### config.mk
export PLATFORM = sky130hd
export DESIGN_NAME = imm_extend_pipe
export DESIGN_NICKNAME = d
export VERILOG_FILES = /design/src/rtl/imm_extend_pipe.sv
export SDC_FILE = /design/constraint.sdc
export NUM_CORES = 1
export LEC_CHECK = 0
export CAP_MARGIN = 10
export CORE_MARGIN = 3
export CORE_UTILIZATION = 45
export DETAILED_ROUTE_END_ITERATION = 16
export GPL_ROUTABILITY_DRIVEN = 0
export GPL_TIMING_DRIVEN = 0
export PLACE_DENSITY = 0.76
export SKIP_LAST_GASP = 1
export SLEW_MARGIN = 20
export SYNTH_ARGS = -nofsm -noshare
export SYNTH_HDL_FRONTEND = slang
export SYNTH_SLANG_ARGS = --single-unit
### constraint.sdc
create_clock -name clock -period 2 [get_ports clock]
set_clock_uncertainty 0.05 [all_clocks]
set_input_delay 0.4 -clock clock [delete_from_list [all_inputs] [get_ports clock]]
set_output_delay 0.4 -clock clock [all_outputs]
set_load 0.1 [all_outputs]
### src/rtl/imm_extend_pipe.sv
// Immediate-field extender with a 2-entry in-order output buffer.
// The result is computed combinationally from inp/mode on the input side.
// Only computed results are stored. Ready/valid handshakes are used on
// both sides. in_ready comes from registered state only, so there is no
// combinational path from out_ready to in_ready.
module imm_extend_pipe #(
    parameter int IN_W  = 4,
    parameter int OUT_W = 16,
    parameter int SHIFT = 2
) (
    input  logic             clock,
    input  logic             reset,
    input  logic [IN_W-1:0]  inp,
    input  logic [1:0]       mode,
    input  logic             in_valid,
    output logic             in_ready,
    output logic [OUT_W-1:0] extendedOne,
    output logic             out_valid,
    input  logic             out_ready
);

    typedef enum logic [1:0] {
        EMPTY = 2'b00,
        ONE   = 2'b01,
        FULL  = 2'b10
    } state_t;

    // Extend an immediate according to mode. Bits shifted above the MSB are
    // silently dropped, and vacated low bits are filled with zero.
    function automatic logic [OUT_W-1:0] extend_imm(input logic [IN_W-1:0] v,
                                                    input logic [1:0]      m);
        logic [OUT_W-1:0] sext;
        logic [OUT_W-1:0] zext;
        logic [OUT_W-1:0] res;
        sext = {{(OUT_W-IN_W){v[IN_W-1]}}, v};
        zext = {{(OUT_W-IN_W){1'b0}}, v};
        case (m)
            2'b00:   res = sext;
            2'b01:   res = zext;
            2'b10:   res = sext << SHIFT;
            2'b11:   res = zext << SHIFT;
            default: res = {OUT_W{1'b0}};
        endcase
        return res;
    endfunction

    state_t           state_r;
    logic [OUT_W-1:0] head_r;
    logic [OUT_W-1:0] tail_r;
    logic             in_ready_r;
    logic             out_valid_r;

    logic [OUT_W-1:0] result_s;
    logic             accept_s;
    logic             pop_s;

    // Input-side extension and handshake qualification.
    always_comb begin
        result_s = extend_imm(inp, mode);
        accept_s = in_valid & in_ready_r;
        pop_s    = out_valid_r & out_ready;
    end

    // Occupancy FSM with head/tail storage and registered handshake outputs.
    always_ff @(posedge clock) begin
        if (reset) begin
            state_r     <= EMPTY;
            head_r      <= {OUT_W{1'b0}};
            tail_r      <= {OUT_W{1'b0}};
            in_ready_r  <= 1'b1;
            out_valid_r <= 1'b0;
        end else begin
            case (state_r)
                EMPTY: begin
                    if (accept_s) begin
                        head_r      <= result_s;
                        state_r     <= ONE;
                        out_valid_r <= 1'b1;
                        in_ready_r  <= 1'b1;
                    end
                end
                ONE: begin
                    if (accept_s && !pop_s) begin
                        tail_r      <= result_s;
                        state_r     <= FULL;
                        in_ready_r  <= 1'b0;
                        out_valid_r <= 1'b1;
                    end else if (!accept_s && pop_s) begin
                        // An empty buffer presents all zeros at the head.
                        head_r      <= {OUT_W{1'b0}};
                        state_r     <= EMPTY;
                        in_ready_r  <= 1'b1;
                        out_valid_r <= 1'b0;
                    end else if (accept_s && pop_s) begin
                        head_r      <= result_s;
                        state_r     <= ONE;
                    end else begin
                        state_r     <= ONE;
                    end
                end
                FULL: begin
                    // in_ready is low here, so only a pop can occur.
                    if (pop_s) begin
                        head_r      <= tail_r;
                        state_r     <= ONE;
                        in_ready_r  <= 1'b1;
                        out_valid_r <= 1'b1;
                    end
                end
                default: begin
                    state_r     <= EMPTY;
                    head_r      <= {OUT_W{1'b0}};
                    tail_r      <= {OUT_W{1'b0}};
                    in_ready_r  <= 1'b1;
                    out_valid_r <= 1'b0;
                end
            endcase
        end
    end

    assign in_ready    = in_ready_r;
    assign out_valid   = out_valid_r;
    assign extendedOne = head_r;

endmodule
==> flow_metrics.tcl, run 1 <==
set metrics [dict create \
    clockBufferDepth 2 \
    worst_skew_pair.late_latency_ns 0.29 \
    yosysMostFrequentCell "dfxtp_1" \
    synthAdderAreaFrac 0.02463 \
    vias 973 \
    yosysWarnings 0 \
    drtPass1Iterations 4 \
    cts_made_buffers 3 \
    grtUsageTotal 0.1867 \
    fin_tns_setup_ns 0 \
    grt_pass1_vias 878 \
    drc 0 \
    viasPerCell 5.406 \
    drv_cap 0 \
    hpwl_um 1862 \
    die-height_um 53.52 \
    die_area_sq_um 2864 \
    syn_inst 122 \
    fp.dieW_um 53.52 \
    postCtsHoldBufs 0 \
    finalSetupViolations 0 \
    cpPeakStageDelay_ns 0.86 \
    portBuffers 27 \
    start_util 0.4975 \
    dp_slack_ns -0.3188 \
    ant_nets 0 \
    synth-seq-cells 18 \
    synth_compound_area_frac 0.2586 \
    wl_per_cell_um 13.13 \
    path_buf_inv 1 \
    drive_above_1_share 0.2418 \
    grt_setup_unrepaired "no" \
    peakVddDrop_uv 469.5 \
    leakagePower_uw 0.0006288 \
    path_delay_family "buffers and inverters" \
    synthArstFlopShare 0 \
    maxSlewViolCount 0 \
    fin_crit_sh 0.9726 \
    yosysSeqAreaShare 0.3547 \
    gr-total-overflow 0 \
    holdWs_ns 0.4249 \
    hold_class "reg2reg" \
    cts_sinks 18 \
    end_kind "primary output" \
    path_max_fanout 2 \
    num_rows 16 \
    place_inst 176 \
    multi_input_area_sq_um 551.8 \
    ff_latch_area_sq_um 365.4 \
    cts_tree "built" \
    stdcell_count 180 \
    worst_slew_pin_slew_ns 0.9613 \
    period_needed_ns 1.945 \
    setup.worst_path.start_class "register" \
    synth_edf_count 0 \
    core_sq_um 2042 \
    hold_violations 0 \
    crit_required_ns 1.55 \
    nets 166 \
    synthFlopType "dfxtp_1" \
    n_fill_cell 209 \
    synth_top_family_by_area "compound AO/OA/AOI/OAI gates" \
    synth_area_leader_cell "dfxtp_1" \
    netlist_top_cells_area "dfxtp_1 35%, buf_4 8.1%, o21ai_0 4.9%" \
    n_antenna_cell 0 \
    synth_xor_area_frac 0 \
    clkSlewWorstSetupHoldPaths_ns 0.10 \
    synthSimpleGateAreaFrac 0.2094 \
    synthMuxAreaShare 0.04187 \
    setup_ws_ns 0.05488 \
    max_freq_ghz 0.5141 \
    status "completed" \
    grt_pass1_wl_um 3926 \
    worst_ep_arrival_time_ns 1.50 \
    synth_top_area_share 0.3547 \
    netlist-cell-type-count 36 \
    wl_um 2363 \
    path_cells "dlygate4sd2_1" \
    syn-cell-area_sq_um 1016 \
    drt_iter0_markers 37 \
    worstSetupPathType "reg2out" \
    netlist_top_cells_count "18 x dfxtp_1, 11 x buf_4, 11 x nand2_1, 11 x nor2_1, 10 x o21ai_0" \
    relSlewSlack 0.3617 \
    antenna_found_initial 0 \
    cp_slowest_cell "dlygate4sd2_1" \
    clockRootBuffer "clkbuf_4" \
    area_delta_synth_final_pct 29.56 \
    syn_avg_cell_area_sq_um 8.328 \
    powerDensity_nw_per_um2 801.9 \
    ios 28 \
    synth_nets 134 \
    grt_max_degree 12 \
    cts_htree_levels 1 \
]
==> layout make-up <==
| cell class | instances | share of cell area |
|---|---|---|
| Clock buffer | 4 | 0.02757 |
| Tap cell | 27 | 0.02567 |
| Sequential cell | 18 | 0.2776 |
| Timing Repair Buffer | 27 | 0.1644 |
| Multi-Input combinational cell | 85 | 0.4192 |
| Buffer | 13 | 0.06844 |
| Inverter | 6 | 0.01711 |
==> kinds of logic after synthesis <==
family / Yosys count
buffers and inverters: 19
and+or+nand+nor: 41
AOI/OAI and AO/OA: 38
DFF: 18
muxes: 4
adders and majority gates: 2
==> cells in the final DEF (no fill, tap or decap), types with 2 or more instances in the layout <==
cell	count
clkbuf_2	2
buf_4	11
and3_1	4
a22o_1	3
nand2_1	9
mux2i_1	2
dlymetal6s2s_1	2
nand2_2	2
buf_2	9
inv_1	5
a2bb2oi_1	3
nand3_1	3
mux2_2	2
dlygate4sd2_1	4
a22oi_1	3
o22ai_1	2
a21oi_1	4
clkdlybuf4s15_1	2
o21ai_0	10
a31oi_1	2
clkbuf_4	3
o211a_1	2
nand2b_1	4
nor2_1	11
dfxtp_1	16
a32oi_1	2
clkbuf_1	2
clkdlybuf4s50_1	7
==> worst min-delay path, cell delays in order (launching register included) <==
cell	delay, ns
dfxtp_1	0.32
nand3_1	0.06
a21oi_1	0.06
==> state kept, by name, summed over array words and instances, names as in the netlist <==
signal       flops
tail_r           7
out_valid        1
in_ready         1
state_r          2
extendedOne      7
==> through the flow <==
step | utilization | power (uW) | area, sq um
final | 0.6446 | 1056 | 1316
after global placement | 0.6489 | 848.1 | 1325
after floorplan | - | 746.6 | 1021
after global routing | 0.6446 | 1106 | 1316
after detailed placement | 0.6489 | 853.9 | 1325
after CTS | 0.6691 | 1059 | 1366
==> repair_timing <==
action                                  CTS  global route
pin swaps                                 0             1
setup buffers                             0             0
endpoints found under the setup margin   20            17
resized for setup                        39            29
==> metal layers <==
metal / track usage / vias to the layer above / wire length (um)
li1: - / 494 / -
met1: 0.2543 / 433 / 1091
met2: 0.3000 / 43 / 1058
met3: 0.02535 / 3 / 191
met4: 0.06383 / 0 / 21
met5: 0 / - / 0
==> worst paths after layout <==
check,start,end,slack [ns],cells after the start
worst min-delay path,extendedOne[1],extendedOne[1],0.42,2
worst min register to register,extendedOne[1],extendedOne[1],0.42,2
worst max-delay path,extendedOne[2],extendedOne[2],0.05,1
worst max register to register,out_valid,extendedOne[3],0.32,6
==> report_power, final <==
part           internal (uW)  switching (uW)
combinational            115             306
clock                    111             117
sequential               385            22.7
total                    610             445
Power figures use the tool's default switching activity.
==> inputs of run 2 (changes only) <==
--- a/config.mk
+++ b/config.mk
@@ -5,7 +5,7 @@
 export SDC_FILE = /design/constraint.sdc
 export NUM_CORES = 1
 export LEC_CHECK = 0
-export CAP_MARGIN = 10
+export CAP_MARGIN = 20
 export CORE_MARGIN = 3
 export CORE_UTILIZATION = 45
 export DETAILED_ROUTE_END_ITERATION = 16
==> results of run 2 <==
The final DEF is identical to that of run 1; final timing and power are the same.
